**src/rtl/data_mem_responder.sv**
```systemverilog
// data_mem_responder
//   Responder side of the MEM-stage memory interface. Holds a word-addressed
//   data store with a fixed access latency and freezes the pipeline through
//   `stall` while an access is outstanding.
//
//   Ports
//     clk        rising-edge clock
//     rst        synchronous reset, active low
//     mem_read   read request from the MEM stage
//     mem_write  write request from the MEM stage
//     addr       byte address (ALU result)
//     wdata      write data
//     rdata      read data; held until the next read completes
//     stall      high while a request is pending or busy
//     rd_valid   one-cycle pulse when rdata is updated by a read
//     addr_err   one-cycle pulse in DONE for an out-of-range access or for
//                a request with both mem_read and mem_write asserted
module data_mem_responder #(
    parameter int unsigned DATA_W      = 32,
    parameter int unsigned DEPTH       = 64,
    parameter int unsigned BASE_ADDR   = 1024,
    parameter int unsigned WAIT_CYCLES = 4
) (
    input  logic              clk,
    input  logic              rst,
    input  logic              mem_read,
    input  logic              mem_write,
    input  logic [DATA_W-1:0] addr,
    input  logic [DATA_W-1:0] wdata,
    output logic [DATA_W-1:0] rdata,
    output logic              stall,
    output logic              rd_valid,
    output logic              addr_err
);

    localparam int unsigned       IDX_W    = (DEPTH > 1) ? $clog2(DEPTH) : 1;
    localparam logic [DATA_W-1:0] BASE     = DATA_W'(BASE_ADDR);
    localparam logic [DATA_W-1:0] SPAN     = DATA_W'(DEPTH * 4);
    localparam logic [3:0]        CNT_LOAD = 4'(WAIT_CYCLES - 1);

    typedef enum logic [1:0] {
        IDLE = 2'd0,
        BUSY = 2'd1,
        DONE = 2'd2
    } state_e;

    state_e            state_q, state_d;
    logic [3:0]        cnt_q, cnt_d;
    logic [DATA_W-1:0] addr_q, addr_d;
    logic [DATA_W-1:0] wdata_q, wdata_d;
    logic              wr_q, wr_d;
    logic              err_q, err_d;
    logic [DATA_W-1:0] rdata_q, rdata_d;
    logic              rd_valid_q, rd_valid_d;
    logic              addr_err_q, addr_err_d;

    logic [DATA_W-1:0] mem_q [DEPTH];

    logic              req;
    logic              access;
    logic [DATA_W-1:0] offset;
    logic              in_range;
    logic [IDX_W-1:0]  idx;

    assign req    = mem_read | mem_write;
    assign access = (state_q == BUSY) && (cnt_q == 4'd0);

    // (offset >> 2) < DEPTH is the same test as offset < 4*DEPTH; comparing
    // the full byte offset keeps every bit of the subtraction in use.
    assign offset   = addr_q - BASE;
    assign in_range = (addr_q >= BASE) && (offset < SPAN);
    assign idx      = offset[IDX_W+1:2];

    // ------------------------------------------------------------------
    // State register
    // ------------------------------------------------------------------
    always_ff @(posedge clk) begin
        if (!rst) begin
            state_q    <= IDLE;
            cnt_q      <= '0;
            addr_q     <= '0;
            wdata_q    <= '0;
            wr_q       <= 1'b0;
            err_q      <= 1'b0;
            rdata_q    <= '0;
            rd_valid_q <= 1'b0;
            addr_err_q <= 1'b0;
        end else begin
            state_q    <= state_d;
            cnt_q      <= cnt_d;
            addr_q     <= addr_d;
            wdata_q    <= wdata_d;
            wr_q       <= wr_d;
            err_q      <= err_d;
            rdata_q    <= rdata_d;
            rd_valid_q <= rd_valid_d;
            addr_err_q <= addr_err_d;
        end
    end

    // Store has no reset; a write aborted by reset must never land.
    always_ff @(posedge clk) begin
        if (rst && access && wr_q && in_range) begin
            mem_q[idx] <= wdata_q;
        end
    end

    // ------------------------------------------------------------------
    // Next-state logic
    // ------------------------------------------------------------------
    always_comb begin
        state_d    = state_q;
        cnt_d      = cnt_q;
        addr_d     = addr_q;
        wdata_d    = wdata_q;
        wr_d       = wr_q;
        err_d      = err_q;
        rdata_d    = rdata_q;
        rd_valid_d = 1'b0;
        addr_err_d = 1'b0;

        unique case (state_q)
            IDLE: begin
                if (req) begin
                    addr_d  = addr;
                    wdata_d = wdata;
                    // Both lines high is serviced as a write and flagged.
                    wr_d    = mem_write;
                    err_d   = mem_read & mem_write;
                    cnt_d   = CNT_LOAD;
                    state_d = BUSY;
                end
            end
            BUSY: begin
                if (cnt_q != 4'd0) begin
                    cnt_d = cnt_q - 4'd1;
                end else begin
                    state_d    = DONE;
                    addr_err_d = err_q | ~in_range;
                    if (!wr_q) begin
                        rd_valid_d = 1'b1;
                        rdata_d    = in_range ? mem_q[idx] : '0;
                    end
                end
            end
            DONE: begin
                state_d = IDLE;
            end
            default: begin
                state_d = IDLE;
            end
        endcase
    end

    // ------------------------------------------------------------------
    // Output logic
    // ------------------------------------------------------------------
    // Combinational in IDLE so the pipeline freezes in the request cycle;
    // forced low while reset is asserted.
    always_comb begin
        stall = 1'b0;
        if (rst) begin
            stall = (state_q == BUSY) || ((state_q == IDLE) && req);
        end
    end

    assign rdata    = rdata_q;
    assign rd_valid = rd_valid_q;
    assign addr_err = addr_err_q;

endmodule

```
**config.mk**
```make
export PLATFORM = sky130hd
export DESIGN_NAME = data_mem_responder
export DESIGN_NICKNAME = d
export VERILOG_FILES = /design/src/rtl/data_mem_responder.sv
export SDC_FILE = /design/constraint.sdc
export NUM_CORES = 2
export LEC_CHECK = 0
export CAP_MARGIN = 20
export CORE_MARGIN = 5
export CORE_UTILIZATION = 25
export DETAILED_ROUTE_END_ITERATION = 10
export SKIP_LAST_GASP = 1
export SYNTH_ARGS = -nofsm -noshare
export SYNTH_HDL_FRONTEND = slang
export SYNTH_SLANG_ARGS = --single-unit
```
**constraint.sdc**
```tcl
create_clock -name clk -period 4.5 [get_ports clk]
set_clock_uncertainty 0.15 [all_clocks]
set_input_delay 0.675 -clock clk [delete_from_list [all_inputs] [get_ports clk]]
set_output_delay 0.675 -clock clk [all_outputs]
set_load 0.005 [all_outputs]
```
---- Word level (Yosys, flattened, before mapping) ----
Memory sizes are Yosys's and may differ from the RTL's.
Cells that the tools add are included.
word-level totals
  flip-flop bits (word level) ............. 106
  input bits .............................. 68
  output and inout bits ................... 35
  bits in writable memories ............... 2,048
  word-level logic and storage cells ...... 53
  memories ................................ 1
memory list
  memory  words  bits a word  read ports  clocked after memory_dff  write ports  line  text
  mem_q   64     32           1           0                         1            57    logic [DATA_W-1:0] mem_q [DEPTH];
operators by class
  add/sub/neg operators ................... 2
  muxes and demuxes ....................... 11
  reductions and logical operators ........ 16
  magnitude comparators ................... 2
  eq/ne operators ......................... 4
  bitwise logic cells ..................... 8
operators by type and width
  cell                                                                            count
  32-bit by 11-bit >= comparator with 1-bit output (second input constant)        1
  32-bit by 9-bit less-than comparator with 1-bit output (second input constant)  1
  32-bit 2-to-1 mux                                                               1
  32-bit by 11-bit subtractor with 32-bit output (second input constant)          1
  4-bit 2-to-1 mux                                                                2
  4-bit one-hot mux with 2 select lines                                           1
  1-bit logical AND                                                               6
  3-bit AND reduction                                                             2
  1-bit NOT                                                                       5
  4-bit logical NOT                                                               1
  1-bit 2-to-1 mux                                                                4
  2-bit 2-to-1 mux                                                                2
  2-bit != test (second input constant)                                           2
  2-bit one-hot mux with 2 select lines                                           1
  2-bit AND reduction                                                             2
  4-bit nonzero test                                                              1
  4-bit by 1-bit subtractor with 4-bit output (second input constant)             1
  3-bit OR reduction                                                              1
  2-bit by 1-bit == test with 1-bit output (second input constant)                1
  2-bit logical NOT                                                               1
  2-bit by 1-bit != test with 1-bit output (second input constant)                1
  1-bit OR                                                                        2
  2-bit nonzero test                                                              1
  1-bit bitwise AND                                                               1
  1-bit logical OR                                                                1

---- Logic depth before layout (Yosys ltp) ----
  word-level depth ........................ 7
  depth in mapped cells ................... 12

---- Worst setup path after synthesis ----
OpenSTA, ideal clock, no wires.
  kind .................................... reg2reg
  start ................................... register addr_q[10]
  end ..................................... memory mem_q[40][0] (enable)
  library setup time ...................... 0.421 ns
  path slack .............................. 0.447 ns
  stages on the path, launching flop included .. 7
  arrival ................................. 3.482 ns
  required time ........................... 3.929 ns
  buffers on the path ..................... 0
  path through ............................ dfxtp_1 or4_4 o31ai_1 nand3_1 a2111oi_4 nand2_1 nor2_1
on the way
  cells in the longest elaborated chain, start to end .. 6
RTL lines
  what                                                    line  text
  start, declared                                         49    logic [DATA_W-1:0] addr_q, addr_d;
  start signal, assigned                                  91    addr_q <= addr_d;
  32-bit by 11-bit subtractor with 32-bit output          70    assign offset = addr_q - BASE;
  32-bit by 9-bit less-than comparator with 1-bit output  71    assign in_range = (addr_q >= BASE) && (offset < SPAN);
  1-bit logical AND *                                     71
  1-bit logical AND *                                     103   if (rst && access && wr_q && in_range) begin
  1-bit 2-to-1 mux *                                      103
  1-bit 2-to-1 mux (implied by the code) *                104   mem_q[idx] <= wdata_q;
  end, declared                                           57
Every way passes the cells marked *; elsewhere a longest branch is shown, timed or not.

---- Final worst setup path ----
  start ................................... register addr_q[2]
  end ..................................... register rdata_q[28] (netlist: rdata[28])
on the way
  cells in the longest elaborated chain, start to end .. 4
RTL lines
  what                                                    line  text
  32-bit by 11-bit subtractor with 32-bit output          70
  32-bit by 9-bit less-than comparator with 1-bit output  71
  1-bit logical AND                                       71
  32-bit 2-to-1 mux *                                     142   rdata_d = in_range ? mem_q[idx] : '0;
  end signal, assigned                                    95    rdata_q <= rdata_d;
  end, declared                                           53    logic [DATA_W-1:0] rdata_q, rdata_d;
Marks and branches as above.
A chain may end at the register's enable or synchronous reset.

==> key figures <==
Power
  • Reg power frac: 51.1%
  • Combinational share of power: around 9.8%
  • Pwr dens: 448 nW/um^2
  • Total chip power: 43.9 mW
  • Cell Int Power: 33.2 mW
  • Peak supply drop: between 0.2 and 0.3 mV
  • Sw Ratio: 24.3%
  • Leakage: 30.1 nW
  • Sw Pwr: 10.7 mW
  • Clock power share: 39.1%

Floorplanning
  • Placeable core region: 327,000 um^2
  • Starting Density: 25.1%
  • Ports: 103
  • Die Area: 340,000 um^2
  • Rows: 210
  • Die height: 583 um
  • Width of the die: 583 um

Global routing
  • GRT Overall Usage: approximately 15%
  • Wire length of the first global-routing pass: 359,000 um
  • Vias in the first global route: 46,318
  • Total gr overflow: 0
  • Initial antenna violation count: 13
  • Largest net degree at the start of global routing: 89

Critical path
  • Instance count on the critical path: 7
  • R2r setup slk: 0.51 ns
  • Worst R2R Path Depth: 7
  • Top delay family on crit path: compound AO/OA/AOI/OAI gates
  • Critical path's largest stage delay: 0.87 ns
  • Worst Setup SP: addr_q[2]$_SDFFE_PN0P_
  • Critical path type: flop to flop
  • Slowest CP cell: dfxtp_4
  • Reg2reg end: rdata[28]$_SDFFE_PN0P_
  • CP Capture Type: flop
  • Startpoint type of the worst setup path: flop
  • Critical path arrival: 4.58 ns
  • Worst-path maximum fanout: 72
  • Critical Path RT: between 5 and 6 ns
  • Buffers plus inverters on the worst setup path: 2
  • RR Startpoint: addr_q[2]$_SDFFE_PN0P_
  • Critical Path, Cell by Cell: buf_12 -> nor2b_2 -> a221oi_1 -> a211oi_1 -> buf_4 -> nor3_1 -> a22o_1

Routing
  • Total vias in the final route: 47,707
  • Drt wl/cell: ~27 um
  • WL final: 257,000 um
  • DR iter-0 viols: 6,078
  • DR vias/cell: 5.03
  • DRC: 0
  • Number of routed nets with antenna violations: 0
  • First-pass DRT Iterations: 6

Synthesis
  • Syn. warnings: 0
  • Post-synth top area share: 74.8%
  • Cells after Synth: 4,636
  • Post-synth net total: 4,706
  • Synth area leader: edfxtp_1
  • Async SR Flop Fraction: 0%
  • Register area share after synthesis: 77.3%
  • Post-synth EDFFs: 2,048
  • Synth Area per Inst: 17.7 um^2
  • Area contributors post-synth: edfxtp_1 75%, mux4_2 4.1%, mux2_2 2.6%, mux2i_1 2.6%, dfxtp_1 2.5%
  • Yosys cell types: 75
  • Netlist Area Pre-Place: around 80,000 um^2
  • Register bit count reported by yosys: approximately 2,200
  • Main synth FF type: edfxtp_1

Placed design
  • IO buf count: 100
  • Post-DP HPWL: about 160,000 um
  • Pre-CTS WS: 0.618 ns
  • Final estimated routing congestion in global placement: 0.825

Timing
  • Final-report hold violation count: 0
  • RSZ-0062 raised after global routing: false
  • Period utilization: 88.6%
  • PnR worst setup slack: 0.511 ns
  • Total Negative Setup Slacks: 0 ns
  • Pin slew with the least headroom to its limit: 1.11 ns
  • Slew headroom: 26.0%
  • Minimum clock period after layout: 3.99 ns
  • Max Freq: around 0.25 GHz
  • Setup-failing EPs final: 0
  • Slew Limit Fails: 0

Cells and area
  • Layout cells sized above 1: 21.5%
  • Most frequent cells in the layout: 2,048 x edfxtp_1, 272 x buf_4, 255 x nand2_1
  • Synthesis-to-layout area growth: 19.0%
  • Nets@finish: 5,033
  • Leading cell type in the layout, fill and taps excluded: edfxtp_1

Min path
  • Worst Hold Depth: 3
  • HP Class: input port to flop
  • WHS Endpoint: addr_q[18]$_SDFFE_PN0P_
  • Hold_sp: addr[18]

Clocking
  • CTS tree: built
  • Post-CTS Setup Repair Bufs: 0
  • Post-cts resize count: 0
  • Post-CTS Hold Buffers: 0
  • Clock-pin slew on the worst setup and hold paths: 0.06 ns
  • Max clock buf depth: 3
  • Clock latency on the worst-skew pair: 0.86 ns
  • Root Buffer: clkbuf_16
  • H-tree depth: 4
  • CTS buffer count: 212
  • Sink Count: 2,152

Job
  • Max capacitance violation total: 0

Run status
  • Status: completed
tightest hold or removal path: cells and delay by family:
kind,cells,cell delay [ns]
AOI/OAI and AO/OA,1,0.05
and+or+nand+nor,1,0.06
buffers and inverters,1,0.40
layout make-up:
class	count	area (um^2)
Antenna cell	6	15.0
Clock buffer	270	5580
Clock inverter	118	1080
Fill cell	32107	230000
Inverter	12	52.6
Multi-Input combinational cell	2157	17900
Sequential cell	2152	63600
Tap cell	4346	5440
Timing Repair Buffer	428	4170
worst max path at each step:
stage | end
global placement | rdata[28]$_SDFFE_PN0P_
floorplan | mem_q[40][0]$_DFFE_PP_
finish | rdata[28]$_SDFFE_PN0P_
detailed placement | mem_q[43][31]$_DFFE_PP_
global route | mem_q[51][27]$_DFFE_PP_
CTS | mem_q[43][29]$_DFFE_PP_
synthesized netlist by cell type (10+ instances only):
master and n:
a2111oi_0 12, a211oi_1 37, a21oi_1 173, a221oi_1 38, a22o_1 16, a22oi_1 70
a2bb2oi_1 17, buf_1 65, buf_2 100, clkbuf_1 150, dfxtp_1 104, edfxtp_1 2048
inv_1 10, mux2_2 190, mux2i_1 210, mux4_2 149, nand2_1 258, nand3_1 17
nor2_1 196, nor2b_1 32, nor3_1 11, nor4_1 10, o21ai_0 113, o221ai_1 152
o22a_1 14, o22ai_1 246, o31ai_1 19, or2_2 11, or3b_2 11
layer usage:
metal | track usage [%] | up-vias | part of all wire [%]
met5 | 0 | - | 0
met4 | 4.63 | 0 | 3.4
met3 | 3.59 | 433 | 11
met2 | 22.9 | 2751 | 46
met1 | 19.8 | 24935 | 40
li1 | - | 19588 | -
state kept, by name (all words and copies together), names as in the netlist:
signal,cells
state_q,2
mem_q,2048
wr_q,1
cnt_q,4
addr_err,1
rd_valid,1
err_q,1
wdata_q,32
rdata,32
addr_q,30
metrics by stage:
| step | util (%) | cell area, um^2 | hold slack, ns | instances |
|---|---|---|---|---|
| floorplan | - | 82200 | 0.281 | 4636 |
| global placement | 27.8 | 91100 | 0.297 | 9093 |
| global route | 29.9 | 97900 | 0.225 | 9484 |
| finish | 29.9 | 97900 | 0.243 | 9489 |
| detailed placement | 27.8 | 91200 | 0.294 | 9094 |
| CTS | 29.9 | 97800 | 0.179 | 9482 |
power groups by stage:
stage	combinational [mW]	sequential, mW	clock [mW]
floorplan	1.98	23.0	0
global placement	4.13	22.9	0
detailed placement	4.19	22.9	0
CTS	4.20	22.4	17.4
global route	4.45	22.4	18.2
finish	4.29	22.4	17.1
kinds of logic after synthesis:
group / share of synthesized area (%)
DFF: 77.3
AOI/OAI and AO/OA: 8.48
and+or+nand+nor: 3.25
muxes: 9.24
buffers and inverters: 1.65
xor gates and xnor gates: 0.0213
adders and majority gates: 0.0304
Power figures use the tool's default switching activity.
